<file path="src/rtl/mtm_alu_host.sv">
`default_nettype none
// ============================================================================
//  Module      : mtm_alu_host
//  Description : Host-side serial master for the mtm_Alu link. Serialises one
//                (A, B, op) request as nine 11-bit frames with CRC4 onto sin,
//                then deserialises and checks the ALU answer from sout and
//                reports C, flags and a status code on a one-cycle strobe.
//  Revision    : 1.0 - initial release
// ============================================================================
module mtm_alu_host #(
    parameter int TIMEOUT = 1023
) (
    input  logic        clk,
    input  logic        rst,
    input  logic        req_valid,
    output logic        req_ready,
    input  logic [31:0] req_a,
    input  logic [31:0] req_b,
    input  logic [2:0]  req_op,
    output logic        sin,
    input  logic        sout,
    output logic        rsp_valid,
    output logic [31:0] rsp_c,
    output logic [3:0]  rsp_flags,
    output logic [5:0]  rsp_err_flags,
    output logic [1:0]  rsp_status
);

    localparam int c_to_width = (TIMEOUT < 2) ? 1 : $clog2(TIMEOUT + 1);
    localparam logic [c_to_width-1:0] c_to_last = c_to_width'(TIMEOUT - 1);

    localparam logic [1:0] c_st_ok      = 2'b00;
    localparam logic [1:0] c_st_alu_err = 2'b01;
    localparam logic [1:0] c_st_timeout = 2'b10;
    localparam logic [1:0] c_st_frame   = 2'b11;

    typedef enum logic [2:0] {
        S_IDLE     = 3'd0,
        S_TX       = 3'd1,
        S_RX_WAIT  = 3'd2,
        S_RX_FRAME = 3'd3,
        S_DONE     = 3'd4
    } state_t;

    state_t r_state;
    state_t w_state_n;

    logic [31:0]           r_a;
    logic [31:0]           r_b;
    logic [2:0]            r_op;
    logic [3:0]            r_crc4;
    logic [3:0]            r_bit_cnt;
    logic [3:0]            r_frame_cnt;
    logic [c_to_width-1:0] r_to_cnt;
    logic [8:0]            r_rx_shift;
    logic [31:0]           r_c_acc;

    logic [7:0]  w_tx_payload;
    logic        w_tx_type;
    logic [10:0] w_tx_frame;
    logic [3:0]  w_tx_idx;
    logic        w_rx_type;
    logic [7:0]  w_rx_payload;
    logic [2:0]  w_rx_crc3;
    logic        w_done;
    logic        w_store_byte;
    logic [31:0] w_c_n;
    logic [1:0]  w_status_n;
    logic [3:0]  w_flags_n;
    logic [5:0]  w_err_n;

    // CRC4, polynomial x^4+x+1, zero seed, MSB first
    function automatic logic [3:0] f_crc4(input logic [67:0] d);
        logic [3:0] c;
        logic       fb;
        c = 4'h0;
        for (int i = 67; i >= 0; i--) begin
            fb = c[3] ^ d[i];
            c  = {c[2:0], 1'b0} ^ {2'b00, fb, fb};
        end
        return c;
    endfunction

    // CRC3, polynomial x^3+x+1, zero seed, MSB first
    function automatic logic [2:0] f_crc3(input logic [36:0] d);
        logic [2:0] c;
        logic       fb;
        c = 3'h0;
        for (int i = 36; i >= 0; i--) begin
            fb = c[2] ^ d[i];
            c  = {c[1:0], 1'b0} ^ {1'b0, fb, fb};
        end
        return c;
    endfunction

    assign req_ready = (r_state == S_IDLE);
    assign rsp_valid = (r_state == S_DONE);

    // Select the frame being transmitted: four B bytes, four A bytes, one ctl frame
    always_comb begin
        w_tx_payload = 8'h00;
        w_tx_type    = 1'b0;
        case (r_frame_cnt)
            4'd0:    w_tx_payload = r_b[31:24];
            4'd1:    w_tx_payload = r_b[23:16];
            4'd2:    w_tx_payload = r_b[15:8];
            4'd3:    w_tx_payload = r_b[7:0];
            4'd4:    w_tx_payload = r_a[31:24];
            4'd5:    w_tx_payload = r_a[23:16];
            4'd6:    w_tx_payload = r_a[15:8];
            4'd7:    w_tx_payload = r_a[7:0];
            4'd8: begin
                w_tx_payload = {1'b0, r_op, r_crc4};
                w_tx_type    = 1'b1;
            end
            default: w_tx_payload = 8'h00;
        endcase
    end

    assign w_tx_frame = {1'b0, w_tx_type, w_tx_payload, 1'b1};
    assign w_tx_idx   = 4'd10 - r_bit_cnt;

    // Line is decoded from state so an asynchronous reset returns it high at once
    assign sin = (r_state == S_TX) ? w_tx_frame[w_tx_idx] : 1'b1;

    // Type and payload of the frame being received; sout carries its stop bit
    // in the last RX_FRAME cycle
    assign w_rx_type    = r_rx_shift[8];
    assign w_rx_payload = r_rx_shift[7:0];
    assign w_rx_crc3    = f_crc3({r_c_acc, 1'b0, w_rx_payload[6:3]});

    // State register
    always_ff @(posedge clk or posedge rst) begin
        if (rst) begin
            r_state <= S_IDLE;
        end else begin
            r_state <= w_state_n;
        end
    end

    // Next-state logic and response classification
    always_comb begin
        w_state_n    = r_state;
        w_done       = 1'b0;
        w_store_byte = 1'b0;
        w_c_n        = r_c_acc;
        w_status_n   = c_st_ok;
        w_flags_n    = 4'h0;
        w_err_n      = 6'h00;
        case (r_state)
            S_IDLE: begin
                if (req_valid) begin
                    w_state_n = S_TX;
                end
            end
            S_TX: begin
                if ((r_frame_cnt == 4'd8) && (r_bit_cnt == 4'd10)) begin
                    w_state_n = S_RX_WAIT;
                end
            end
            S_RX_WAIT: begin
                if (!sout) begin
                    w_state_n = S_RX_FRAME;
                end else if (r_to_cnt == c_to_last) begin
                    w_state_n  = S_DONE;
                    w_done     = 1'b1;
                    w_status_n = c_st_timeout;
                end
            end
            S_RX_FRAME: begin
                if (r_bit_cnt == 4'd9) begin
                    if (!sout) begin
                        // Missing stop bit
                        w_state_n  = S_DONE;
                        w_done     = 1'b1;
                        w_status_n = c_st_frame;
                    end else if ((r_frame_cnt == 4'd0) && w_rx_type) begin
                        // ALU error frame; parity bit deliberately not checked
                        w_state_n  = S_DONE;
                        w_done     = 1'b1;
                        w_status_n = c_st_alu_err;
                        w_err_n    = w_rx_payload[6:1];
                    end else if (!w_rx_type) begin
                        if (r_frame_cnt == 4'd4) begin
                            // Fifth data frame where the ctl frame belongs
                            w_state_n  = S_DONE;
                            w_done     = 1'b1;
                            w_status_n = c_st_frame;
                        end else begin
                            w_state_n    = S_RX_WAIT;
                            w_store_byte = 1'b1;
                            case (r_frame_cnt[1:0])
                                2'd0:    w_c_n[31:24] = w_rx_payload;
                                2'd1:    w_c_n[23:16] = w_rx_payload;
                                2'd2:    w_c_n[15:8]  = w_rx_payload;
                                default: w_c_n[7:0]   = w_rx_payload;
                            endcase
                        end
                    end else if (r_frame_cnt != 4'd4) begin
                        // Ctl frame arrived before all four C bytes
                        w_state_n  = S_DONE;
                        w_done     = 1'b1;
                        w_status_n = c_st_frame;
                    end else begin
                        w_state_n  = S_DONE;
                        w_done     = 1'b1;
                        w_flags_n  = w_rx_payload[6:3];
                        w_status_n = (w_rx_payload[7] || (w_rx_crc3 != w_rx_payload[2:0]))
                                     ? c_st_frame : c_st_ok;
                    end
                end
            end
            S_DONE: begin
                w_state_n = S_IDLE;
            end
            default: begin
                w_state_n = S_IDLE;
            end
        endcase
    end

    // Datapath: request latch, bit/frame/timeout counters, receive shifter
    always_ff @(posedge clk or posedge rst) begin
        if (rst) begin
            r_a         <= 32'h0;
            r_b         <= 32'h0;
            r_op        <= 3'h0;
            r_crc4      <= 4'h0;
            r_bit_cnt   <= 4'h0;
            r_frame_cnt <= 4'h0;
            r_to_cnt    <= '0;
            r_rx_shift  <= 9'h0;
            r_c_acc     <= 32'h0;
        end else begin
            case (r_state)
                S_IDLE: begin
                    r_bit_cnt   <= 4'h0;
                    r_frame_cnt <= 4'h0;
                    r_to_cnt    <= '0;
                    if (req_valid) begin
                        r_a     <= req_a;
                        r_b     <= req_b;
                        r_op    <= req_op;
                        r_crc4  <= f_crc4({req_b, req_a, 1'b1, req_op});
                        r_c_acc <= 32'h0;
                    end
                end
                S_TX: begin
                    r_to_cnt <= '0;
                    if (r_bit_cnt == 4'd10) begin
                        r_bit_cnt   <= 4'h0;
                        // Frame counter is reused to index the response frames
                        r_frame_cnt <= (r_frame_cnt == 4'd8) ? 4'h0 : r_frame_cnt + 4'd1;
                    end else begin
                        r_bit_cnt <= r_bit_cnt + 4'd1;
                    end
                end
                S_RX_WAIT: begin
                    r_bit_cnt <= 4'h0;
                    if (sout) begin
                        r_to_cnt <= r_to_cnt + 1'b1;
                    end
                end
                S_RX_FRAME: begin
                    r_to_cnt   <= '0;
                    r_rx_shift <= {r_rx_shift[7:0], sout};
                    if (r_bit_cnt == 4'd9) begin
                        r_bit_cnt <= 4'h0;
                        if (w_store_byte) begin
                            r_c_acc     <= w_c_n;
                            r_frame_cnt <= r_frame_cnt + 4'd1;
                        end
                    end else begin
                        r_bit_cnt <= r_bit_cnt + 4'd1;
                    end
                end
                default: begin
                    r_bit_cnt <= 4'h0;
                end
            endcase
        end
    end

    // Response fields load on entry to DONE and hold until the next DONE
    always_ff @(posedge clk or posedge rst) begin
        if (rst) begin
            rsp_c         <= 32'h0;
            rsp_flags     <= 4'h0;
            rsp_err_flags <= 6'h00;
            rsp_status    <= 2'b00;
        end else if (w_done) begin
            rsp_c         <= r_c_acc;
            rsp_flags     <= w_flags_n;
            rsp_err_flags <= w_err_n;
            rsp_status    <= w_status_n;
        end
    end

endmodule
`default_nettype wire

</file>
<file path="config.mk">
export PLATFORM = sky130hd
export DESIGN_NAME = mtm_alu_host
export DESIGN_NICKNAME = d
export VERILOG_FILES = /design/src/rtl/mtm_alu_host.sv
export SDC_FILE = /design/constraint.sdc
export NUM_CORES = 1
export LEC_CHECK = 0
export CAP_MARGIN = 10
export CORE_MARGIN = 5
export CORE_UTILIZATION = 50
export CTS_CLUSTER_SIZE = 20
export DETAILED_ROUTE_END_ITERATION = 8
export GPL_TIMING_DRIVEN = 0
export PLACE_DENSITY = 0.73
export REMOVE_ABC_BUFFERS = 1
export SKIP_CTS_REPAIR_TIMING = 1
export SYNTH_ARGS = -nofsm -noshare
export SYNTH_HDL_FRONTEND = slang
export SYNTH_SLANG_ARGS = --single-unit
</file>
<file path="constraint.sdc">
create_clock -name clk -period 16.7 [get_ports clk]
set_input_delay 3.34 -clock clk [delete_from_list [all_inputs] [get_ports clk]]
set_output_delay 3.34 -clock clk [all_outputs]
set_load 0.05 [all_outputs]
</file>
Yosys cells after proc, flatten, opt, wreduce, memory -nomap -nowiden --
Index checks and enable logic that the tools add are counted.
Storage, ports and cells: logic and storage cells 349, bits of input ports 71, register bits after elaboration 177
Cells by class: reduce and logical (&&, ||, !) cells 19, bitwise operators 203, equality and inequality tests 34, multiplexer cells 71, magnitude comparators 1, add/sub/neg operators 4
Operators by type and width (number):
- $xor 4x2->4 | 66
- $mux 32 | 7
- $xor 3x2->3 | 37
- $xor 1x1->1 | 98
- $pmux 8 s9 | 1
- $pmux 32 s2 | 1
- $mux 4 | 12
- $reduce_and 9->1 | 4
- $mux 8 | 4
- $mux 3 | 9
- $mux 6 | 4
- $pmux 10 s2 | 1
- $mux 2 | 9
- $ne 2x2->1 const B | 9
- $eq 4x3->1 const B | 4
- $mux 1 | 16
- $eq 4x4->1 const B | 3
- $pmux 3 s4 | 1
- $pmux 4 s3 | 1
- $add 10x1->10 const B | 1
- $eq 10x10->1 const B | 1
- $mux 10 | 1
- $ne 2x1->1 const B | 5
- $add 4x1->4 const B | 2
- 28 further kinds | 35

Depth between registers and ports, before layout --
word-level depth 132, mapped depth 13, gate-level depth less buffers 11

Worst setup path before layout --
Ideal clock, no wire load.
path type reg-to-output, start reg r_frame_cnt[0], end out sin, stages on the path, launching flop included 12, arrival time 2.529 ns, setup slack 10.831 ns, path through dfrtp_1 -> inv_1 -> ha_1 -> clkbuf_1 -> clkbuf_1 -> a221oi_1 -> a2111oi_0 -> a21oi_1 -> a211o_1 -> a21oi_1 -> a21oi_1 -> nand3b_1
On the way: cells in the longest elaborated chain, start to end 5, elaborated cells between the ends (all ways) 14
Ends and longest elaborated chain:
- start, declared | RTL line 53 | logic [3:0] r_frame_cnt;
- start signal, assigned | RTL line 253 | r_frame_cnt <= (r_frame_cnt == 4'd8) ? 4'h0 : r_frame_cnt + 4'd1;
- start signal, assigned | RTL line 271 | r_frame_cnt <= r_frame_cnt + 4'd1;
- $eq 4x4->1, or another cell as far along | RTL line 103 | case (r_frame_cnt)
- $pmux 8 s9 or $mux 1 (tied branches) | RTL line 103
- $bmux 1 s4 * | RTL line 124 | assign sin = (r_state == S_TX) ? w_tx_frame[w_tx_idx] : 1'b1;
- $mux 1 (implied by the code) * | RTL line 124
- $mux 1 * | RTL line 124
- end, declared | RTL line 20 | output logic sin,
Mark *: on every way between the ends. The rest lies on a longest branch, timed or not. The select of a mux whose other input is x is not followed.

Worst setup path in the final report --
Ends and elaborated chain as after synthesis.

==> reports/qor.txt <==
P per Cell Area -> 97.8 nW/um^2
Comb pwr share -> 25.8%
First-pass GRT wire length -> 36,000 microns
Hold endpoint -> r_rx_shift[7]
Crit path buffers/inverters -> 2
Critical-path cell list -> inv_1 > ha_1 > a22oi_1 > and3_1 > a2111oi_0 > a21oi_1 > a211o_1 > a21oi_1 > a21oi_1 > nand3b_1 > clkdlybuf4s50_1
Worst reg2reg setup slack -> 13,200 ps
Post-synth ARST share -> 100%
Max-slew violations -> 0
Largest net degree at the start of global routing -> 126
Ys flop type -> dfrtp_1
Vias post-DR -> 6,387
Simple-Gate Fraction of Synth Area -> 6.91%
Sequential area share after synthesis -> 47.6%
Worst hold path stage count -> 1
CP endpoint kind -> output port
Number of max-cap violations -> 0
Initial Utilization -> 51.3%
CTS Buf Count -> 17
Post-synth top cells -> dfrtp_1 (177), mux2_2 (135), xnor2_1 (101), nor2_1 (33), clkbuf_1 (31)
RSZ-0062 raised after global routing -> no
WP data arrival -> 4390 ps
Psw -> 298 uW
Remaining antenna violation count -> 0
Period utilization -> 46.3%
Initial antenna violation count -> 0
WHS -> 486 ps
Worst vdd ir -> 0.0895 mV
Die Span X -> 146 microns
Grt ovf -> 0
GPL Wtd Cong -> 0.843
Site Rows -> 49
Critical path's most frequent cell -> a21oi_1
Most common cell in the netlist -> dfrtp_1
Setup WS post-layout -> 8970 ps
Yosys cell types -> 54
Post-synthesis compound-gate area fraction -> 8.19%
Post-synth top area share -> 47.6%
Routed wire length -> 22,100 microns
Avg Inst Size Synth -> 12.2 sq um
CP max FO -> 16
Clk sink count -> 177
Layout cells sized above 1 -> 21.0%
Sequential Power Share -> 38.7%
Flops & latches, synth -> 177
Synth area leader -> dfrtp_1
Area Overhead vs Synth -> 21.7%
Static Leakage -> 0.00520 uW
# diodes -> 0
Drt initial violations -> 386
Final #Nets -> 948
CP Data Required Time -> 13,360 ps
Adder-Cell Fraction of Synth Area -> 1.35%
Largest family of logic cells by synthesized area -> XOR/XNOR gates
Routed vias/inst -> 5.76
Die area -> 21,400 sq um
CORE AREA -> 18,100 sq um
Finished Cell Area -> 11,300 sq um
RR Startpoint -> r_frame_cnt[0]
Overall Power -> 1110 uW
Synth top area cells -> dfrtp_1 (48%), mux2_2 (16%), xnor2_1 (9.5%)
Die Ht -> 146 microns
Clk Latency, worst-skew pair -> 430 ps
Max stage delay on crit path -> 830 ps
Final hold viol count -> 0
H-tree depth -> 4
DP Area -> 10,700 sq um
Final setup TNS -> 0 ps
Synth Instances -> 760
Slew margin rel. -> 34.1%
CP max stage cell -> clkdlybuf4s50_1
GRT Overall Usage -> 21.1%
CTS tree -> done
Drt pass-1 iters -> 5
Clock Power Share -> 35.4%
Worst-Margin Slew -> 979 ps
Hpwl dp -> 16,200 microns
Setup Skew -> 9.50 ps
HP Class -> register to register
FMAX -> 0.129 GHz
Post-synthesis cell area -> 9300 sq um
Root buffer cell -> clkbuf_16
Hold Path Origin -> r_rx_shift[7]
Mux cell area share after synthesis -> 16.8%
Vias in the first global route -> 6,651
Drt drc -> 0
Warnings, synthesis -> 0
R2R cell count -> 10
Routed length per instance -> 20.0 microns
WS Path Type -> register to output port
Pre-CTS setup slack -> 9510 ps
Status -> complete, no violations
Reg clk slew, reported paths -> 60 ps
Power Internal -> 809 uW
Number of flops mapped to enable cells by yosys -> 0
Port bufs -> 117
Max clock buf depth -> 2
CP startpoint kind -> register
Post-Synth XOR/XNOR Area -> 17.3%
Endpoints failing setup -> 0
Family with the most delay on the worst path -> compound AO/OA/AOI/OAI gates
Switching Share -> 26.9%
Reg-to-reg endpoint -> r_c_acc[31]
Min cycle time layout -> 7730 ps
I/O pin cnt -> 118
## layout by cell type, fill, tap and decap left out, types with 4 or more instances in the layout
cell,netlist,final
nand2_1,28,28
clkdlybuf4s50_1,0,117
inv_6,0,4
or3_1,6,6
ha_1,10,10
nor4_1,5,5
nor2b_1,4,4
xnor2_1,101,101
nand4_1,7,7
clkbuf_16,0,17
a21oi_1,26,25
mux2_2,135,135
inv_1,15,14
mux2i_1,4,4
o21ai_0,21,21
a21o_1,8,8
nor2_1,33,33
a211oi_1,4,4
nand3_1,10,10
a22oi_1,12,12
xor2_1,25,25
a311oi_1,4,4
dfrtp_1,177,177
and3_1,12,12
clkinvlp_4,0,4
xnor3_1,13,13
a221oi_1,7,7
nand2b_1,4,4
a22o_1,11,11
clkbuf_8,0,4
## cells by family after synthesis
kind of cell,count (synthesis)
flops,177
xor+xnor,149
mux,139
simple gates,127
compound gates,111
buf+inv,47
fa+ha+maj,10
## worst reg2reg max path, stage by stage, from the launching register on
cell and delay (ps):
dfrtp_1 450, inv_1 100, ha_1 480, nand2_1 170, nor2_1 160, nor2_1 330, nand2_1 130, nand3_1 220
o21ai_1 180, nor2_1 740, mux2_2 430
## final cells by class
| type | count | area (sq um) |
|---|---|---|
| clock buffers | 21 | 480 |
| inverters | 15 | 63.8 |
| repair buffers | 120 | 1250 |
| well taps | 229 | 287 |
| flip-flops and latches | 177 | 4430 |
| multi-input cells | 536 | 4710 |
| clock inverters | 10 | 100 |
| fillers | 1411 | 6830 |
## worst max-delay path by stage
stage / cells after the start / slack, ps / to / start
2_1_floorplan: 1 / 8560 / r_a[0] / rst
3_3_place_gp: 2 / 6450 / r_to_cnt[6] / rst
3_5_place_dp: 11 / 9510 / sin / r_frame_cnt[0]
4_1_cts: 11 / 9000 / sin / r_frame_cnt[0]
5_1_grt: 11 / 8630 / sin / r_frame_cnt[0]
6_report: 11 / 8970 / sin / r_frame_cnt[0]
## stage by stage
step | std cells | util (%)
after global routing | 1108 | 62.4
after detailed placement | 1077 | 59.2
after CTS | 1108 | 62.4
after global placement | 1074 | 58.6
final | 1108 | 62.4
after floorplan | 728 | -
## sequential cells by signal, summed over array words and instances (netlist names), 6 cells and up
signal	cells
r_a	32
rsp_err_flags	6
r_c_acc	32
r_b	32
r_to_cnt	10
rsp_c	32
r_rx_shift	9
## power by group through the flow
stage | clock (uW) | combinational, uW | sequential, uW
finish | 392 | 286 | 429
global route | 417 | 311 | 428
CTS | 399 | 288 | 429
detailed placement | 0 | 287 | 437
global placement | 0 | 282 | 437
floorplan | 0 | 230 | 437
## routing by layer
metal  vias to the layer above  global-route usage [%]  routed length, microns
met2                       178                    34.1                   10800
met3                        22                    4.65                    1090
li1                       2924                       -                       -
met1                      3263                    29.0                    9980
met4                         0                    5.97                     278
met5                         -                       0                       0
Note: power is estimated with default switching activity, not from simulation.
